==> src/rtl/cache_arb_pkg.sv <==
// Shared types and defaults for the cache/memory arbiter.
// Round-robin tie-break is selected by ARB_ROUND_ROBIN_EN in the top module.
package cache_arb_pkg;

  localparam int ADDR_W_DEF = 32;
  localparam int DATA_W_DEF = 32;
  localparam int CTR_W      = 4;

  typedef enum logic [1:0] {
    IDLE   = 2'd0,
    ACCESS = 2'd1,
    DONE   = 2'd2
  } arb_state_t;

  typedef enum logic {
    OWN_I = 1'b0,
    OWN_D = 1'b1
  } owner_t;

endpackage

==> src/rtl/arb_wait_ctr.sv <==
// Wait-state down-counter: loads on grant, decrements while the access runs.
// The zero flag marks the last wait cycle of the access.
module arb_wait_ctr
  import cache_arb_pkg::*;
(
  input  logic             clk,
  input  logic             rst,
  input  logic             load,
  input  logic [CTR_W-1:0] load_val,
  input  logic             dec,
  output logic             zero
);

  logic [CTR_W-1:0] count;

  always_ff @(posedge clk or negedge rst) begin
    if (!rst) begin
      count <= '0;
    end else if (load) begin
      count <= load_val;
    end else if (dec && (count != '0)) begin
      count <= count - 1'b1;
    end
  end

  assign zero = (count == '0);

endmodule

==> src/rtl/cache_mem_arbiter.sv <==
// Shares one memory port between the I-cache (m0) and D-cache (m1).
// Define ARB_ROUND_ROBIN_EN for round-robin ties; otherwise m1 always wins ties.
//
// state  | meaning
// IDLE   | no access; arbitrate strobes at the next edge
// ACCESS | memory bus driven from the owner for WAIT_CYCLES cycles
// DONE   | one-cycle ready pulse to the owner, read data valid
module cache_mem_arbiter
  import cache_arb_pkg::*;
#(
  parameter int ADDR_W      = ADDR_W_DEF,
  parameter int DATA_W      = DATA_W_DEF,
  parameter int WAIT_CYCLES = 4
) (
  input  logic              clk,
  input  logic              rst,
  input  logic              m0_strobe,
  input  logic              m0_rw,
  input  logic [ADDR_W-1:0] m0_addr,
  input  logic [DATA_W-1:0] m0_wdata,
  output logic              m0_ready,
  output logic [DATA_W-1:0] m0_rdata,
  input  logic              m1_strobe,
  input  logic              m1_rw,
  input  logic [ADDR_W-1:0] m1_addr,
  input  logic [DATA_W-1:0] m1_wdata,
  output logic              m1_ready,
  output logic [DATA_W-1:0] m1_rdata,
  output logic              mem_strobe,
  output logic              mem_rw,
  output logic [ADDR_W-1:0] mem_addr,
  output logic [DATA_W-1:0] mem_wdata,
  input  logic [DATA_W-1:0] mem_rdata
);

  localparam logic [CTR_W-1:0] CTR_INIT = CTR_W'(WAIT_CYCLES - 1);

  arb_state_t        state;
  owner_t            owner;
  owner_t            winner;
  logic [DATA_W-1:0] rdata_q;
  logic              req_any;
  logic              ctr_load;
  logic              ctr_dec;
  logic              ctr_zero;

`ifdef ARB_ROUND_ROBIN_EN
  owner_t            last_owner;
`endif

  assign req_any  = m0_strobe | m1_strobe;
  assign ctr_load = (state == IDLE) && req_any;
  assign ctr_dec  = (state == ACCESS);

  arb_wait_ctr u_wait_ctr (
    .clk      (clk),
    .rst      (rst),
    .load     (ctr_load),
    .load_val (CTR_INIT),
    .dec      (ctr_dec),
    .zero     (ctr_zero)
  );

  always_comb begin
    winner = OWN_D;
    if (m0_strobe && m1_strobe) begin
`ifdef ARB_ROUND_ROBIN_EN
      winner = (last_owner == OWN_D) ? OWN_I : OWN_D;
`else
      winner = OWN_D;
`endif
    end else if (m0_strobe) begin
      winner = OWN_I;
    end
  end

  always_ff @(posedge clk or negedge rst) begin
    if (!rst) begin
      state   <= IDLE;
      owner   <= OWN_I;
      rdata_q <= '0;
`ifdef ARB_ROUND_ROBIN_EN
      last_owner <= OWN_D;
`endif
    end else begin
      case (state)
        IDLE: begin
          if (req_any) begin
            owner <= winner;
`ifdef ARB_ROUND_ROBIN_EN
            last_owner <= winner;
`endif
            state <= ACCESS;
          end
        end
        ACCESS: begin
          // the owner's strobe is not consulted here: a dropped strobe still completes
          if (ctr_zero) begin
            if (mem_rw) rdata_q <= mem_rdata;
            state <= DONE;
          end
        end
        DONE:    state <= IDLE;
        default: state <= IDLE;
      endcase
    end
  end

  always_comb begin
    mem_strobe = (state == ACCESS);
    mem_rw     = 1'b1;
    mem_addr   = '0;
    mem_wdata  = '0;
    if (mem_strobe) begin
      if (owner == OWN_I) begin
        mem_rw    = m0_rw;
        mem_addr  = m0_addr;
        mem_wdata = m0_wdata;
      end else begin
        mem_rw    = m1_rw;
        mem_addr  = m1_addr;
        mem_wdata = m1_wdata;
      end
    end
  end

  assign m0_ready = (state == DONE) && (owner == OWN_I);
  assign m1_ready = (state == DONE) && (owner == OWN_D);
  assign m0_rdata = rdata_q;
  assign m1_rdata = rdata_q;

endmodule

==> config.mk <==
export PLATFORM = sky130hd
export DESIGN_NAME = cache_mem_arbiter
export DESIGN_NICKNAME = d
export VERILOG_FILES = /design/src/rtl/cache_arb_pkg.sv /design/src/rtl/arb_wait_ctr.sv /design/src/rtl/cache_mem_arbiter.sv
export SDC_FILE = /design/constraint.sdc
export NUM_CORES = 1
export LEC_CHECK = 0
export ABC_AREA = 0
export CAP_MARGIN = 20
export CORE_AREA = 2 2 117 119
export CTS_CLUSTER_DIAMETER = 120
export CTS_CLUSTER_SIZE = 30
export DETAILED_ROUTE_END_ITERATION = 10
export DIE_AREA = 0 0 119 121
export MAX_ROUTING_LAYER = met4
export PLACE_DENSITY = 0.66
export SYNTH_ARGS = -nofsm -noshare
export SYNTH_HDL_FRONTEND = slang
export SYNTH_SLANG_ARGS = --single-unit
==> constraint.sdc <==
create_clock -name clk -period 1.9 [get_ports clk]
set_input_delay 0.19 -clock clk [delete_from_list [all_inputs] [get_ports clk]]
set_output_delay 0.19 -clock clk [all_outputs]
set_load 0.1 [all_outputs]
Word-level counts from Yosys, hierarchy flattened
Index checks and enable logic that the tools add are counted.
- equality and inequality tests: 4
- muxes and demuxes: 13
- reductions and logical operators: 12
- bitwise operators: 2
- add/subtract/negate cells: 1
- operators by type and width (cell ; count):
    2-to-1 mux 32 bit ; 4
    2-to-1 mux 4 bit ; 2
    logical AND 1 bit ; 5
    logical NOT 4 bit ; 1
    2-to-1 mux 1 bit ; 4
    2-to-1 mux 2 bit ; 2
    inequality test 2 bit (second input constant) ; 2
    case mux 2 bit (2 select lines) ; 1
    AND reduction 2 bit ; 2
    nonzero test 4 bit ; 1
    subtractor 4 x 1 -> 4 bit (second input constant) ; 1
    AND reduction 3 bit ; 1
    equality test 2 x 1 -> 1 bit (second input constant) ; 1
    equality test 2 bit (second input constant) ; 1
    logical NOT 2 bit ; 1
    nonzero test 2 bit ; 1
    inverter 1 bit ; 1
    OR 1 bit ; 1
- bits of input ports: 166
- register bits after elaboration: 39
- logic and storage cells: 36

Logic depth before layout (Yosys ltp)
Gate-level depths: netlist (run 1).
- word-level depth: 4
- mapped depth: 7

Cells and area by module
Synthesis (run 1) repeated with hierarchy kept, for this count alone.
- cell total of the unflattened synthesis: 288
- area total of the unflattened synthesis: 2834.0 um^2
- modules (own cells, without submodules) (module ; area each (um^2) ; times used ; cells an instance):
    cache_mem_arbiter ; 2563.7 ; 1 ; 261
    arb_wait_ctr ; 270.3 ; 1 ; 27

Worst setup path after synthesis (run 1)
Ideal clock, no wire load.
- path type: reg2out
- start point: register owner
- end point: output m0_ready
- required time: 1.710 ns
- setup slack: -1.399 ns
- arrival time: 3.109 ns
- buffers on the path: 3
- cell stages (with the launch flop): 5
- cells stage by stage: dfrtp_1 clkbuf_1 buf_2 buf_2 nor3b_1
- word-level cells in the longest chain between the ends: 2
- RTL lines (item ; RTL line ; text):
    start: declaration ; cache_mem_arbiter.sv:39 ; owner_t owner;
    start signal: assignment ; cache_mem_arbiter.sv:89 ; owner <= winner;
    inverter 1 bit ; cache_mem_arbiter.sv:127 ; assign m0_ready = (state == DONE) && (owner == OWN_I);
    logical AND 1 bit ; cache_mem_arbiter.sv:127 ;
    end: declaration ; cache_mem_arbiter.sv:21 ; output logic m0_ready,
Every way passes these cells.

Worst setup path in the final report (run 1)
- start point: register u_wait_ctr.count[0]
- end point: register rdata_q[5] (netlist: m0_rdata[5])
- word-level cells in the longest chain between the ends: 2
- RTL lines (item ; RTL line ; text):
    start: declaration ; arb_wait_ctr.sv:14 ; logic [CTR_W-1:0] count;
    start signal: assignment ; arb_wait_ctr.sv:20 ; count <= load_val;
    start signal: assignment ; arb_wait_ctr.sv:22 ; count <= count - 1'b1;
    logical NOT 4 bit ; arb_wait_ctr.sv:26 ; assign zero = (count == '0);
    AND reduction 3 bit (no source line) ; -- ;
    end signal: assignment ; cache_mem_arbiter.sv:99 ; if (mem_rw) rdata_q <= mem_rdata;
    end: declaration ; cache_mem_arbiter.sv:41 ; logic [DATA_W-1:0] rdata_q;
Every way passes these cells.
A chain may end at the register's enable or synchronous reset.

==> results of run 1 <==
[stage by stage]
stage	setup slack, ps	hold WS (ps)	std cells	utilization (%)
2_1_floorplan	-443	-106	285	-
3_3_place_gp	-53.1	198	716	52.7
3_5_place_dp	-98.8	206	716	52.7
4_1_cts	-44.4	447	730	55.2
5_1_grt	-84.9	476	737	56.0
6_report	-31.8	427	737	56.0
[flip-flops by register name, indices dropped and copies added (netlist names)]
name / count
owner: 1
state: 2
u_wait_ctr.count: 4
m0_rdata: 32
[routing by layer]
layer / wire length (um) / track usage [%] / share of wire (%)
met5: 0 / - / 0
met2: 6950 / 31.0 / 54
met1: 4750 / 18.9 / 37
met3: 936 / 4.42 / 7.3
met4: 126 / 3.20 / 0.99
[critical path: cells and delay by family (launching register included)]
kind / cells / cell delay, ps
adders and majority gates: 1 / 120
buffers and inverters: 3 / 420
DFF: 1 / 400
muxes: 1 / 290
and+or+nand+nor: 2 / 590
[placed cells by master (no fill, tap or decap), types with 2 or more instances in the layout]
master / Yosys / final
buf_12: 0 / 71
buf_16: 0 / 6
buf_4: 32 / 74
clkbuf_16: 0 / 7
clkdlybuf4s50_1: 0 / 164
dfrtp_1: 39 / 38
inv_2: 0 / 2
mux2_4: 0 / 32
mux2i_1: 67 / 56
mux2i_2: 0 / 11
nand2_1: 4 / 3
nand3_1: 2 / 2
nor2_1: 67 / 7
nor2_4: 0 / 60
nor3_1: 2 / 2
o21ai_0: 5 / 5
[timing repair]
| action | CTS | global route |
|---|---|---|
| cloned | 3 | 2 |
| pin swaps | 1 | 0 |
| resized for setup | 17 | 3 |
| setup endpoints to repair | 90 | 48 |
| hold endpoints to repair | 22 | 0 |
| hold buffers | 1 | 0 |
| buffers inserted | 2 | 4 |
[area by class of cell]
| type | count | area share [%] |
|---|---|---|
| diodes | 1 | 0.0342 |
| flip-flops and latches | 39 | 13.4 |
| well taps | 176 | 3.01 |
| repair buffers | 319 | 52.5 |
| inverters | 3 | 0.205 |
| clock inverters | 1 | 0.120 |
| multi-input cells | 191 | 28.8 |
| clock buffers | 7 | 1.95 |
[final timing paths]
kind / from / to / slack (ps) / cells past startpoint
max: u_wait_ctr.count[0] / m0_rdata[5] / -30 / 7
min: rst / m0_rdata[10] / 430 / 2
max reg2reg: u_wait_ctr.count[0] / m0_rdata[5] / -30 / 7
min reg2reg: u_wait_ctr.count[3] / u_wait_ctr.count[3] / 520 / 1
max in group asynchronous: rst / m0_rdata[12] / 860 / 3
min in group clk: u_wait_ctr.count[3] / u_wait_ctr.count[3] / 520 / 1
[cells by family (layout without fill, tap and decap cells)]
kind of cell    Yosys count  after routing  synth area share, %
buf+inv                  55            330                 12.9
simple gates             82             82                 12.5
mux                      99             99                 37.0
other cells               0              1                    0
fa+ha+maj                 2              2                0.898
flops                    39             39                 35.0
compound gates            8              8                 1.66
==> impl_results.md, run 1 <==
- Final Hold Fails: 0
- Die height: ~120 um
- CTS tree: built
- Number of max-cap violations: 0
- CP cell instances: inv_2, ha_4, or3b_4, nor3_4, buf_12, clkbuf_16, mux2_4
- Largest net degree at the start of global routing: 35
- Initial DRC Count: just under 70
- Finish-stage setup viols: 32
- Grt ovf: 0
- TritonRoute pass-1 iters: 4
- Count of cell types in the netlist: 25
- Slew Limit Fails: 0
- Core footprint: roughly 13000 um2
- Post-synth top area share: 35.0%
- CTS buffer count: 5
- Final worst-path cycle share: 102%
- Number of synthesized flops with an enable pin: 0
- Ports: 298
- Root buffer cell: clkbuf_16
- Crit-path max cell delay: around 400 ps
- Clock Skews: 10.8 ps
- Synthesized flop and latch total: 39
- Most common library cells after synthesis: 67 x mux2i_1, 67 x nor2_1, 39 x dfrtp_1
- Die X-Extent: around 120 um
- Hold Path Class: input port to async pin
- Max frequency: a little over 0.5 GHz
- CP Class: register to register
- Max FO, Critical Path: 8
- Fillers: 1100
- Area Growth Syn to Fin: 163%
- Relative slew slack: 63.7%
- Layout Nets: between 700 and 800
- Routed length per placed instance: 17.3 um
- Die area: about 14000 um2
- Area occupied by multi-input gates: 2110 um2
- Vias per cell: 4.22
- Gp weighted congestion: roughly 0.82
- Crit path arrival time: 2100 ps
- Global-route usage over all layers: ~17%
- Via Count: 3111
- Standard-cell row count: 42
- DPL Wire Length: ~10000 um
- WP data required: 2070 ps
- Post-synth ARST share: 100%
- TritonCTS Sinks: 39
- Reg area: slightly below 1000 um2
- Port bufs: 297
- Sequential area share after synthesis: 35.0%
- Ys flop type: dfrtp_1
- Synth area leader: dfrtp_1
- Top post-synthesis cells by area: dfrtp_1 35%, mux2i_1 24%, mux2_2 13%
- Failing checks: negative setup slack
- Synthesis warning total: 0
- Cells after Synth: about 290
- Initial Util: between 20% and 30%
- Clk buf depth: 2
- Min Clock Period, post-route: a little under 2000 ps
- RSZ-0062 raised after global routing: yes
- Total negative setup slack: -653 ps
- Vias in the first global route: 3147
- Post-synth net total: around 450
- Worst-path clk slew: 60 ps
- Crit. End Element: register
- Layout cell share with drive strength beyond 1: 49.3%
- Routed wire length: 12800 um
- Post-place instance area: 6900 um2
- Mean cell area of the mapped netlist: around 9.8 um2
- Initial antenna violation count: 1
- Status: finished with violations
- First-pass GRT wire length: 18400 um
- Final setup margin: -31.8 ps
- Clk Latency, worst-skew pair: 280 ps
- Mapped Area: between 2000 and 3000 um2
- Worst-Margin Slew: 544 ps
- DRC Markers: 0
- Critical path's slowest cell: dfrtp_1
- CP startpoint kind: register
- Antenna-violating nets left: 0
- CTS H-Tree Depth: 2
- Finished layout cell area: around 7300 um2
Power of run 1 is not shown: default switching activity piles up to over one toggle a cycle in this logic, so the estimate is an artifact.
==> inputs of run 2 (changes only) <==
--- a/config.mk
+++ b/config.mk
@@ -7,13 +7,15 @@
 export LEC_CHECK = 0
 export ABC_AREA = 0
 export CAP_MARGIN = 20
-export CORE_AREA = 2 2 117 119
+export CELL_PAD_IN_SITES_DETAIL_PLACEMENT = 0
+export CELL_PAD_IN_SITES_GLOBAL_PLACEMENT = 1
+export CORE_MARGIN = 2
+export CORE_UTILIZATION = 17
 export CTS_CLUSTER_DIAMETER = 120
 export CTS_CLUSTER_SIZE = 30
 export DETAILED_ROUTE_END_ITERATION = 10
-export DIE_AREA = 0 0 119 121
 export MAX_ROUTING_LAYER = met4
-export PLACE_DENSITY = 0.66
+export PLACE_DENSITY_LB_ADDON = 0.1
 export SYNTH_ARGS = -nofsm -noshare
 export SYNTH_HDL_FRONTEND = slang
 export SYNTH_SLANG_ARGS = --single-unit
==> impl_results.md, run 2 (synthesis gave the netlist of run 1 again) <==
- CTS H-Tree Depth: 2
- Worst-path clk slew: ~60 ps
- Failing checks: negative setup slack
- Layout cell share with drive strength beyond 1: roughly half
- Initial Util: 17.5%
- Crit path arrival time: approximately 2100 ps
- Largest net degree at the start of global routing: 40
- Root buffer cell: clkbuf_16
- CP Class: register to register
- CTS tree: built
- TritonCTS Sinks: 39
- Crit. End Element: register
- Die X-Extent: roughly 130 um
- Core footprint: 15900 um2
- Port bufs: 297
- Clk buf depth: 2
- Grt ovf: 0
- Finish-stage setup viols: 32
- Worst-Margin Slew: between 800 and 900 ps
- Vias per cell: between 3 and 4
- Die area: 17400 um2
- Routed length per placed instance: roughly 17 um
- Routed wire length: 13500 um
- Area Growth Syn to Fin: 166%
- Commonest non-fill, non-tap cell in the layout: clkdlybuf4s50_1
- Fillers: 1473
- Slew Limit Fails: 0
- Global-route usage over all layers: between 10% and 20%
- Vias in the first global route: 3095
- Final Hold Fails: 0
- Commonest non-fill, non-tap cells in the layout: 164 x clkdlybuf4s50_1, 74 x buf_4, 71 x buf_12
- Max FFs per register: 32
- Number of max-cap violations: 0
- Reg-to-Reg Start: u_wait_ctr.count[0]
- WP data required: 2070 ps
- Final setup margin: -60.6 ps
- Total negative setup slack: -1470 ps
- Ports: between 200 and 300
- Antenna-violating nets left: 0
- DRC Markers: 0
- Max FO, Critical Path: 8
- Final worst-path cycle share: 103%
- Clk Latency, worst-skew pair: 280 ps
- Via Count: 3082
- Hold Path Class: input port to async pin
- Layout Nets: 729
- TritonRoute pass-1 iters: 4
- CP startpoint kind: register
- Max frequency: 0.510 GHz
- Crit. Startpoint: u_wait_ctr.count[0]
- CTS buffer count: 5
- Initial DRC Count: 70
- Min Clock Period, post-route: a little under 2000 ps
- DPL Wire Length: 10400 um
- Hold Buf Count CTS: 0
- Status: finished with violations
- First-pass GRT wire length: 19900 um
- Clock Skews: 7.12 ps
- Die height: 132 um
- Initial antenna violation count: 1
- Gp weighted congestion: 0.777
- Standard-cell row count: 46
- Relative slew slack: between 40% and 50%
- RSZ-0062 raised after global routing: yes
[run 2: changes by cell type in the layout (fill, tap and decap cells not counted), sizes merged]
cell,change
buf,+3
dlygate4sd3,-1
clkbuf,-2
bufinv,+2
[run 2: final timing paths]
kind | depth (start not counted) | end | slack (ps)
max | 7 | m0_rdata[18] | -60
min | 1 | m0_rdata[12] | 30
max reg2reg | 7 | m0_rdata[18] | -60
min reg2reg | 1 | u_wait_ctr.count[3] | 520
max in group asynchronous | 1 | owner | 1220
min in group clk | 2 | m0_rdata[20] | 520
[run 2: layer usage]
layer	up-vias	share of wire [%]	track usage (%)
met2	154	53	27.0
met1	1429	40	17.2
met5	-	0	-
met4	0	0.64	1.87
li1	1491	-	-
met3	8	7.1	3.46
[run 2: worst max-delay path, cell delays in order, from the launching register on]
cell       delay, ps
dfrtp_1          380
inv_2             90
ha_4             130
or3b_4           380
nor3_4           240
buf_6            160
clkbuf_16        170
mux2_4           300
[run 2: per-stage QoR]
step,utilization (%),instance area [um2],setup WS [ps],std cells,hold WS (ps)
2_1_floorplan,-,3400,-443,285,-106
3_3_place_gp,43.6,6960,-76.2,759,359
3_5_place_dp,43.6,6960,-111,759,365
4_1_cts,45.7,7290,-44.4,774,66.9
5_1_grt,46.5,7410,-142,779,112
6_report,46.5,7410,-60.6,779,32.4
[run 2: area by class of cell]
class	count	area, um2	share of cell area (%)
repair buffers	321	3840	51.8
multi-input cells	191	2110	28.4
flip-flops and latches	39	980	13.2
well taps	216	270	3.65
clock buffers	5	125	1.69
clock inverters	3	71.3	0.962
inverters	3	15.0	0.203
diodes	1	2.50	0.0338
[run 2: repair_timing]
action / CTS / global route
pin swaps: 1 / 2
setup buffers: 4 / 2
cloned: 3 / 2
gates resized for setup: 8 / 15
setup endpoints to repair: 95 / 62
Power of run 2 is left out for the same reason.
==> inputs of run 3 (changes only) <==
--- a/config.mk
+++ b/config.mk
@@ -18,4 +18,5 @@
 export PLACE_DENSITY_LB_ADDON = 0.1
 export SYNTH_ARGS = -nofsm -noshare
 export SYNTH_HDL_FRONTEND = slang
+export SYNTH_HIERARCHICAL = 1
 export SYNTH_SLANG_ARGS = --single-unit
==> impl_results.md, run 3 <==
- Standard-cell row count: 47
- Final setup margin: -6.83 ps
- Finish-stage setup viols: 8
- Worst-Margin Slew: between 600 and 700 ps
- Commonest non-fill, non-tap cell in the layout: clkdlybuf4s50_1
- Vias in the first global route: 3180
- CP Class: register to register
- Port bufs: 297
- Post-synth ARST share: between 90% and 100%
- Number of max-cap violations: 0
- Worst-path clk slew: 60 ps
- Clk buf depth: 2
- Core Util, Final: 44.6%
- DPL Wire Length: around 11000 um
- Layout cell share with drive strength beyond 1: 49.6%
- Layout Nets: about 730
- Relative slew slack: 56.9%
- CTS buffer count: 5
- Synthesis warning total: 6
- Most common library cells after synthesis: 66 x nor2_1, 65 x mux2i_1, 39 x dfrtp_1
- CTS H-Tree Depth: 2
- Fillers: 1528
- Area occupied by multi-input gates: 2100 um2
- Top post-synthesis cells by area: dfrtp_1 34%, mux2i_1 23%, mux2_2 12%
- RSZ-0062 raised after global routing: yes
- Vias per cell: 3.95
- Cells after Synth: about 290
- Cell with the most instances after synthesis: nor2_1
- Routed length per placed instance: about 17 um
- Routed wire length: roughly 14000 um
- TritonCTS Sinks: 39
- Post-synth top area share: 34.4%
- Sequential area share after synthesis: 34.4%
- Die area: about 18000 um2
- Mean cell area of the mapped netlist: 9.84 um2
- Max frequency: roughly 0.52 GHz
- Max FO, Critical Path: 8
- Hold Path Class: input port to async pin
- Die X-Extent: around 130 um
- Crit path arrival time: 2070 ps
- Clock Skews: between 3 and 4 ps
- Ys flop type: dfrtp_1
- Count of cell types in the netlist: 32
- CP startpoint kind: register
- Gp weighted congestion: 0.791
- Core footprint: 16500 um2
- DRC Markers: 0
- TritonRoute pass-1 iters: 4
- Inst Count DP: around 770
- Synthesized flop and latch total: 39
- First-pass GRT wire length: 19500 um
- Worst Hold Slack: ~480 ps
- Root buffer cell: clkbuf_16
- Largest net degree at the start of global routing: 29
- Die height: around 130 um
- Commonest non-fill, non-tap cells in the layout: 164 x clkdlybuf4s50_1, 75 x buf_12, 74 x buf_4
- Via Count: 3125
- Initial antenna violation count: 3
- Post-place instance area: 6890 um2
- Ports: 298
- CTS tree: built
- Final worst-path cycle share: 100%
- Mapped Area: 2830 um2
- Grt ovf: 0
- Failing checks: negative setup slack
- Antenna-violating nets left: 0
- Min Clock Period, post-route: 1910 ps
- Slew Limit Fails: 0
- Synth area leader: dfrtp_1
- Reg area: slightly below 1000 um2
- Status: finished with violations
- Area Growth Syn to Fin: 159%
- Finished Layout Cells: 791
- Final Hold Fails: 0
- Global-route usage over all layers: 14.7%
- Initial Util: 17.2%
- Finished layout cell area: 7340 um2
- Initial DRC Count: 24
- Max FFs per register: 32
- Crit. End Element: register
- Clk Latency, worst-skew pair: 280 ps
- Number of synthesized flops with an enable pin: 0
- WP data required: 2070 ps
run 3: cell types whose count changed after synthesis, moves of 2 or more:
cell	change
clkbuf_1	-6
buf_1	+3
o21ai_0	-3
conb_1	+2
inv_1	+2
mux2i_1	-2
nand3_1	-2
o21a_1	+2
run 3: worst max-delay path, cell delays in order, from the launching register on:
cell,delay (ps)
dfrtp_1,390
inv_1,70
ha_2,170
nor3b_4,210
inv_2,80
nor3_4,230
buf_6,160
clkbuf_16,160
mux2_4,300
run 3: worst paths after layout:
kind / start / endpoint / slack, ps / cells after the start
max: u_wait_ctr/count[1] / m0_rdata[28] / -7 / 8
min: rst / m0_rdata[12] / 480 / 2
max reg2reg: u_wait_ctr/count[1] / m0_rdata[28] / -7 / 8
min reg2reg: m0_rdata[14] / m0_rdata[14] / 530 / 1
max in group asynchronous: rst / m0_rdata[6] / 790 / 3
min in group clk: mem_rdata[15] / m0_rdata[15] / 510 / 2
run 3: logic make-up (layout without fill, tap and decap cells):
logic type                 after synthesis  in the layout  share of synthesized area, %
muxes                                   97             97                          35.7
and+or+nand+nor                         83             83                          13.2
DFF                                     39             39                          34.4
buffers and inverters                   56            334                          13.2
other                                    2              7                         0.265
adders and majority gates                1              1                         0.441
AOI/OAI and AO/OA                       10             10                          2.74
run 3: metrics by stage:
stage | setup TNS (ps) | setup WS (ps)
2_1_floorplan | -4490 | -375
3_3_place_gp | 0 | 77.0
3_5_place_dp | -9.26 | -3.82
4_1_cts | -20.0 | -4.42
5_1_grt | -2180 | -83.7
6_report | -24.5 | -6.83
run 3: layout make-up:
cell class                 instances  area share (%)
timing repair buffer             321            52.1
multi-input combinational        195            28.6
sequential                        39            13.3
tap                              220            3.75
clock buffer                       7            1.81
inverter                           5           0.256
antenna                            3           0.102
clock inverter                     1          0.0681
run 3: what timing repair did:
action                                  CTS  global route
setup buffers                             2             2
pin swaps                                 0             2
gates cloned                              1             2
hold buffers                              1             0
endpoints found under the setup margin   31            54
hold endpoints to repair                 27             0
resized for setup                         4            49
run 3: metal layers:
metal / wire length (um) / vias up / GRT usage, %
li1: - / 1507 / -
met1: 5380 / 1440 / 17.2
met4: 143 / 0 / 3.07
met3: 1430 / 8 / 5.21
met2: 6710 / 170 / 24.6
met5: 0 / - / -
Power of run 3 is left out for the same reason.
